[src/rtl/nibble_collector_pkg.sv]
// rtl/nibble_collector_pkg.sv - shared types and constants for the nibble collector
package nibble_collector_pkg;

  typedef enum logic [1:0] {IDLE, SHIFT, PAR} nc_state_t;

  localparam int NC_DEFAULT_W = 4;

  // Counter width for a W-bit word; never narrower than one bit
  function automatic int nc_cnt_w(input int w);
    return (w > 1) ? $clog2(w) : 1;
  endfunction

endpackage

[src/rtl/nc_shifter.sv]
// rtl/nc_shifter.sv - W-bit serial shift register with direction select and synchronous clear
module nc_shifter #(
  parameter int W         = 4,
  parameter bit MSB_FIRST = 1'b1
) (
  input  logic         clk,
  input  logic         reset,
  input  logic         clr,
  input  logic         shift_en,
  input  logic         bit_in,
  output logic [W-1:0] q_next
);

  logic [W-1:0] r_q;
  logic [W-1:0] w_base;

  // Next register value; clr together with shift_en starts a fresh word holding only bit_in
  always_comb begin
    w_base = clr ? '0 : r_q;
    q_next = r_q;
    if (shift_en) begin
      if (MSB_FIRST) q_next = {w_base[W-2:0], bit_in};
      else           q_next = {bit_in, w_base[W-1:1]};
    end else if (clr) begin
      q_next = '0;
    end
  end

  // Shift register storage
  always_ff @(posedge clk or negedge reset) begin
    if (!reset) r_q <= '0;
    else        r_q <= q_next;
  end

endmodule

[src/rtl/nibble_collector.sv]
// rtl/nibble_collector.sv - framed serial-to-parallel word collector; NIBBLE_COLLECTOR_PARITY_EN adds an even-parity bit per word
module nibble_collector
  import nibble_collector_pkg::*;
#(
  parameter int W         = NC_DEFAULT_W,
  parameter bit MSB_FIRST = 1'b1
) (
  input  logic         clk,
  input  logic         reset,
  input  logic         sin,
  input  logic         sin_valid,
  input  logic         frame,
  output logic [W-1:0] d,
  output logic         en,
  output logic         busy,
  output logic         err
);

  localparam int             CW   = nc_cnt_w(W);
  localparam logic [CW-1:0]  LAST = CW'(W - 1);

  nc_state_t     r_state;
  nc_state_t     w_state_next;
  logic [CW-1:0] r_cnt;
  logic [CW-1:0] w_cnt_next;
  logic [W-1:0]  r_d;
  logic [W-1:0]  w_d_next;
  logic          r_en;
  logic          w_en_next;
  logic          r_err;
  logic          w_err_next;
  logic          r_busy;
  logic          w_clr;
  logic          w_shift;
  logic [W-1:0]  w_sr_next;
  logic          w_framed;
  logic          w_data;

  assign w_framed = sin_valid & frame;
  assign w_data   = sin_valid & ~frame;

  nc_shifter #(
    .W         (W),
    .MSB_FIRST (MSB_FIRST)
  ) u_shifter (
    .clk      (clk),
    .reset    (reset),
    .clr      (w_clr),
    .shift_en (w_shift),
    .bit_in   (sin),
    .q_next   (w_sr_next)
  );

  // State register
  always_ff @(posedge clk or negedge reset) begin
    if (!reset) r_state <= IDLE;
    else        r_state <= w_state_next;
  end

  // Next state: a framed bit always (re)starts a word; the last bit returns to IDLE
  always_comb begin
    w_state_next = r_state;
    case (r_state)
      IDLE: begin
        if (w_framed) w_state_next = SHIFT;
      end
      SHIFT: begin
        if (w_framed) begin
          w_state_next = SHIFT;
        end else if (w_data && (r_cnt == LAST)) begin
`ifdef NIBBLE_COLLECTOR_PARITY_EN
          w_state_next = PAR;
`else
          w_state_next = IDLE;
`endif
        end
      end
`ifdef NIBBLE_COLLECTOR_PARITY_EN
      PAR: begin
        if (w_framed)    w_state_next = SHIFT;
        else if (w_data) w_state_next = IDLE;
      end
`endif
      default: w_state_next = IDLE;
    endcase
  end

  // Datapath controls and next values of the registered outputs
  always_comb begin
    w_clr      = 1'b0;
    w_shift    = 1'b0;
    w_cnt_next = r_cnt;
    w_d_next   = r_d;
    w_en_next  = 1'b0;
    w_err_next = 1'b0;
    if (w_framed) begin
      // A framed bit outside IDLE aborts the partial word; it still seeds the new one
      w_clr      = 1'b1;
      w_shift    = 1'b1;
      w_cnt_next = CW'(1);
      w_err_next = (r_state != IDLE);
    end else if (w_data) begin
      case (r_state)
        SHIFT: begin
          w_shift = 1'b1;
          if (r_cnt == LAST) begin
            w_cnt_next = '0;
`ifndef NIBBLE_COLLECTOR_PARITY_EN
            w_en_next  = 1'b1;
            w_d_next   = w_sr_next;
`endif
          end else begin
            w_cnt_next = r_cnt + CW'(1);
          end
        end
`ifdef NIBBLE_COLLECTOR_PARITY_EN
        PAR: begin
          // Shifter is idle here, so its next value is the completed word
          w_cnt_next = '0;
          if (sin == ^w_sr_next) begin
            w_en_next = 1'b1;
            w_d_next  = w_sr_next;
          end else begin
            w_err_next = 1'b1;
          end
        end
`endif
        default: ;
      endcase
    end
  end

  // Registered outputs and bit counter
  always_ff @(posedge clk or negedge reset) begin
    if (!reset) begin
      r_cnt  <= '0;
      r_d    <= '0;
      r_en   <= 1'b0;
      r_err  <= 1'b0;
      r_busy <= 1'b0;
    end else begin
      r_cnt  <= w_cnt_next;
      r_d    <= w_d_next;
      r_en   <= w_en_next;
      r_err  <= w_err_next;
      r_busy <= (w_state_next != IDLE);
    end
  end

  assign d    = r_d;
  assign en   = r_en;
  assign err  = r_err;
  assign busy = r_busy;

endmodule

[config.mk]
export PLATFORM = sky130hd
export DESIGN_NAME = nibble_collector
export DESIGN_NICKNAME = d
export VERILOG_FILES = /design/src/rtl/nibble_collector_pkg.sv /design/src/rtl/nc_shifter.sv /design/src/rtl/nibble_collector.sv
export SDC_FILE = /design/constraint.sdc
export NUM_CORES = 1
export LEC_CHECK = 0
export ABC_CLOCK_PERIOD_IN_PS = 1900
export BUFFER_PORTS_ARGS = -buffer_cell sky130_fd_sc_hd__buf_2
export CORE_AREA = 2 2 39 41
export CTS_CLUSTER_SIZE = 40
export DETAILED_ROUTE_END_ITERATION = 8
export DIE_AREA = 0 0 41 43
export HOLD_SLACK_MARGIN = 0.1
export MAX_ROUTING_LAYER = met4
export PLACE_DENSITY_LB_ADDON = 0.2
export SLEW_MARGIN = 0
export SYNTH_ARGS = -nofsm -noshare
export SYNTH_HDL_FRONTEND = slang
export SYNTH_SLANG_ARGS = --single-unit
[constraint.sdc]
create_clock -name clk -period 1.9 [get_ports clk]
set_input_delay 0.38 -clock clk [delete_from_list [all_inputs] [get_ports clk]]
set_output_delay 0.38 -clock clk [all_outputs]
set_load 0.05 [all_outputs]
Word-level counts from Yosys, hierarchy flattened
Index checks and enable logic that the tools add are counted.
{ "totals": {"input_bits": 5, "word_cells": 41, "reg_bits": 15, "out_inout_bits": 7, "latch_bits": 0, "romBits": 0, "ram_bits": 0, "memories": 0} }
{ "classes": {"bitwise_logic": 4, "n_mul": 0, "eq_ne": 2, "n_div": 0, "n_shift": 0, "n_lt_le_gt_ge": 0, "mux": 19, "n_reduce_logical": 8, "add_sub_neg": 1} }
{ "ops": {"columns": ["cell", "count"], "rows": [
  ["2-to-1 mux 2 bit", 7],
  ["2-to-1 mux 1 bit", 9],
  ["2-to-1 mux 4 bit", 2],
  ["nonzero test 2 bit", 4],
  ["case mux 2 bit (2 select lines)", 1],
  ["AND reduction 4 bit", 1],
  ["adder 2 x 1 -> 2 bit (second input constant)", 1],
  ["AND 1 bit", 2],
  ["equality test 2 x 1 -> 1 bit (second input constant)", 1],
  ["equality test 2 bit (second input constant)", 1],
  ["logical NOT 2 bit", 1],
  ["inverter 1 bit", 2],
  ["AND reduction 2 bit", 1],
  ["logical AND 1 bit", 1]
]} }

Longest topological paths before layout
{ "logic_depth": {"ltp_word": 7, "depth_mapped": 5, "mapped_depth_nobuf": 4} }

By module
From an unflattened synthesis, not the netlist that was laid out.
{ "unflattened": {"hier_cells": 51, "hier_area_um2": 624.3} }
{ "by_module_without_submodules": {"columns": ["mod", "cells_each", "area_per_inst_um2", "seq_area_each_um2", "instances"], "rows": [
  ["nibble_collector", 37, 459.2, 275.3, 1],
  ["nc_shifter", 14, 165.2, 100.1, 1]
]} }

Worst setup path after synthesis
No wires, ideal clock.
{ "synth_path": {"path_kind": "register -> register", "from": "reg r_state[1]", "to": "reg r_d[0], in the netlist d[0]", "arrival_time_ns": 1.279, "required_time_ns": 1.775, "stages_incl_launch_ff": 6, "synth_period_minus_slack_ns": 1.404, "setup_time_ns": 0.125, "slack_ns": 0.496, "n_path_buf": 2, "path_cell_list": "dfrtp_1 -> and3b_1 -> buf_6 -> and3b_1 -> buf_6 -> mux2_4"} }
{ "synth_between": {"elab_chain_cells": 5, "elab_cells_between_ends": 6, "classes_between": "eq/ne: 1; mux: 4; reduce/logical: 1"} }
{ "synth_rtl": {"columns": ["item", "line_no", "source"], "rows": [
  ["start, declared", "nibble_collector.sv:22", "nc_state_t r_state;"],
  ["start signal, assigned", "nibble_collector.sv:57", "else r_state <= w_state_next;"],
  ["equality test 2 x 1 -> 1 bit (*)", "nibble_collector.sv:103", "case (r_state)"],
  ["2-to-1 mux 1 bit", "nibble_collector.sv:103", null],
  ["2-to-1 mux 1 bit", "nibble_collector.sv:102", "end else if (w_data) begin"],
  ["2-to-1 mux 1 bit", "nibble_collector.sv:96", "if (w_framed) begin"],
  ["2-to-1 mux 4 bit", "nc_shifter.sv:21", "if (shift_en) begin"],
  ["end signal, assigned", "nibble_collector.sv:143", "r_d <= w_d_next;"],
  ["end, declared", "nibble_collector.sv:26", "logic [W-1:0] r_d;"]
]} }
Mark *: on every way between the ends. The rest lies on a longest branch, timed or not.
A chain may end at the register's enable or synchronous reset.

Worst setup path in the final report
{ "layout_path": {"from": "reg r_state[1]", "to": "reg r_d[1], in the netlist d[1]"} }
Same word-level chain as after synthesis.

==> impl_metrics.yaml <==
clock_network:
  cts-hold-fix-buffers: 1
  htreeDepth: 1
  clockBufferDepth: 2
  cts_buffers: 3
  postCtsSetupBuffers: 0
  cts_tree: "done"
  clkTransAtPathRegs_ps: 80
  clock_sinks: 14
  post_cts_resized: 0
  worstSkewPairLatency_ps: 270
  clockRootBuffer: "clkbuf_4"
timing:
  slew_violations: 0
  rsz0062_at_grt: "no"
  clock_skew_ps: 2.68
  timing.final.crit_share_pct: 81.2
  hold_ws_ps: 353
  finalHoldViolCount: 0
  period_minus_slack_ps: 1540
  setup_violations: 0
  final.setup.tns_ps: 0
  clock.fmax_mhz: 648
synth:
  synth_top_family_by_area: "compound AO/OA/AOI/OAI gates"
  avgSynthCellArea_um2: 13.0
  synthAdderAreaFrac_pct: 2.10
  synthCells: 46
  synth_area_leader_cell: "dfrtp_1"
  syn_area_um2: 597
  ys_ff_latch: 14
  synth_xor_area_share_pct: 0
  synth_compound_area_share_pct: 12.6
  muxShareOfSynthArea_pct: 11.9
  synthSimpleGateAreaFrac_pct: 9.01
  yosys-top-cells-area: "dfrtp_1, mux2_4, o2bb2ai_1"
  synth_nets: 52
  ys_types: 17
  yosysTopAreaCellShare_pct: 58.7
  yosys_warnings: 0
  ys_seq_area_share_pct: 58.7
critical_path:
  r2r_setup_slack_ps: 360
  cp_data_required_time_ps: 2060
  crit_slowest_cell: "dfrtp_1"
  startpoint_type: "register"
  cp_max_fo: 6
  crit_arrival_ps: 1700
  cp_cell_sequence: "and3b_1, and3b_1, mux2_4"
  critical_path.top_delay_family: "simple AND/OR/NAND/NOR gates"
  crit_top_cell: "and3b_1"
  setup.worst_path.class: "reg -> reg"
  cp_slowest_stage_delay_ps: 430
  cp_num_buf_inv: 0
  cp-end-kind: "register"
floorplan:
  fp-row-count: 14
  dieWidth_um: 41
  num_io_pins: 12
  core_mm2: 0.00138
  dieArea_mm2: 0.00176
  chipHeight_um: 43
  start_util_pct: 43.1
routing:
  drt_wl_total_um: 945
  drt_iter0_drc: 3
  drc: 0
  wl_per_cell_um: 12.6
  dr.pass1.iters: 4
  num_vias: 379
  ant_nets: 0
  viasPerCell: 5.05
place:
  gp_congestion: 0.765
  numPortBuffers: 11
  dpl.hpwl_um: 720
final_layout:
  multi_input_area_um2: 216
  num_antenna_cells: 0
  layout-drive-gt1-share_pct: 32.2
  syn_to_final_growth_pct: 14.3
  num-nets-final: 67
  final_cell_mix: "dfrtp_1, buf_2, mux2_4"
  register_area_um2: 350
  fill_cells: 139
  final_common_cell: "dfrtp_1"
power:
  ir_worst_vdd_mv: 0.371
  total_power_w: 0.000630
  leakage_nw: 0.354
  powerDensity_mw_per_mm2: 924
run:
  max-cap-violations: 0
grt:
  grt_overflow: 0
  grt_usage_pct: 14.6
  antenna_found_initial: 0
  grt_max_degree: 15
  grt_pass1_vias: 369
  grt_pass1_wl_um: 1640
outcome:
  outcome: "completed"
worst_hold_path:
  hold_class: "in -> reg"
-- per-stage QoR --
stage,instance area [um^2],utilization (%),cells,worst slack [ps]
2_1_floorplan,597,-,46,496
3_3_place_gp,649,46.9,71,386
3_5_place_dp,649,46.9,71,351
4_1_cts,682,49.3,75,366
5_1_grt,682,49.3,75,289
6_report,682,49.3,75,357
-- cell type report --
type	instances	area share (%)
sequential	14	51.4
multi-input combinational	28	31.7
timing repair buffer	12	9.54
clock buffer	3	3.30
tap	16	2.94
inverter	2	1.10
-- Yosys cell counts --
cell       instances
dfrtp_1           14
o2bb2ai_1          3
nor2_1             3
inv_1              2
conb_1             1
a21oi_1            3
buf_6              2
nand2_1            3
and3b_1            2
ha_1               1
and2b_1            1
mux2_4             4
a22oi_1            3
o21ai_0            1
nand2b_1           1
o22ai_1            1
mux2_2             1
-- state kept, by name, summed over array words and instances, names as in the netlist --
signal	count
u_shifter.r_q	3
d	4
r_cnt	2
err	1
r_state	2
en	1
busy	1
-- power breakdown --
group	leakage, nW	internal [W]	switching (W)	total, W
Combinational	0.158	0.0000469	0.0000741	0.000121
Sequential	0.182	0.000327	0.0000225	0.000350
Clock	0.0138	0.0000734	0.0000864	0.000160
-- cells by family (layout without fill, tap and decap cells) --
group,count (synthesis),in the layout
AO/OA/AOI/OAI,11,11
adder cells (fa/ha/maj),1,1
buffers and inverters,4,17
flip-flops,14,14
multiplexers,5,5
other,1,1
AND/OR/NAND/NOR,10,10
-- layer usage --
layer | track usage, % | vias to the layer above | wire [um]
met5 | - | - | 0
met4 | 10.0 | 0 | 25
met3 | 3.14 | 4 | 46
met2 | 19.1 | 11 | 405
met1 | 19.7 | 177 | 468
li1 | - | 187 | -
-- path summary, 6_finish.rpt --
check,start,end,depth (start not counted)
worst max-delay path,r_state[1],d[1],3
worst min-delay path,sin,d[0],2
worst max register to register,r_state[1],d[1],3
worst min register to register,d[3],d[3],1
max in group asynchronous,reset,r_state[1],2
min in group asynchronous,reset,d[2],2
Note: power is estimated with default switching activity, not from simulation.
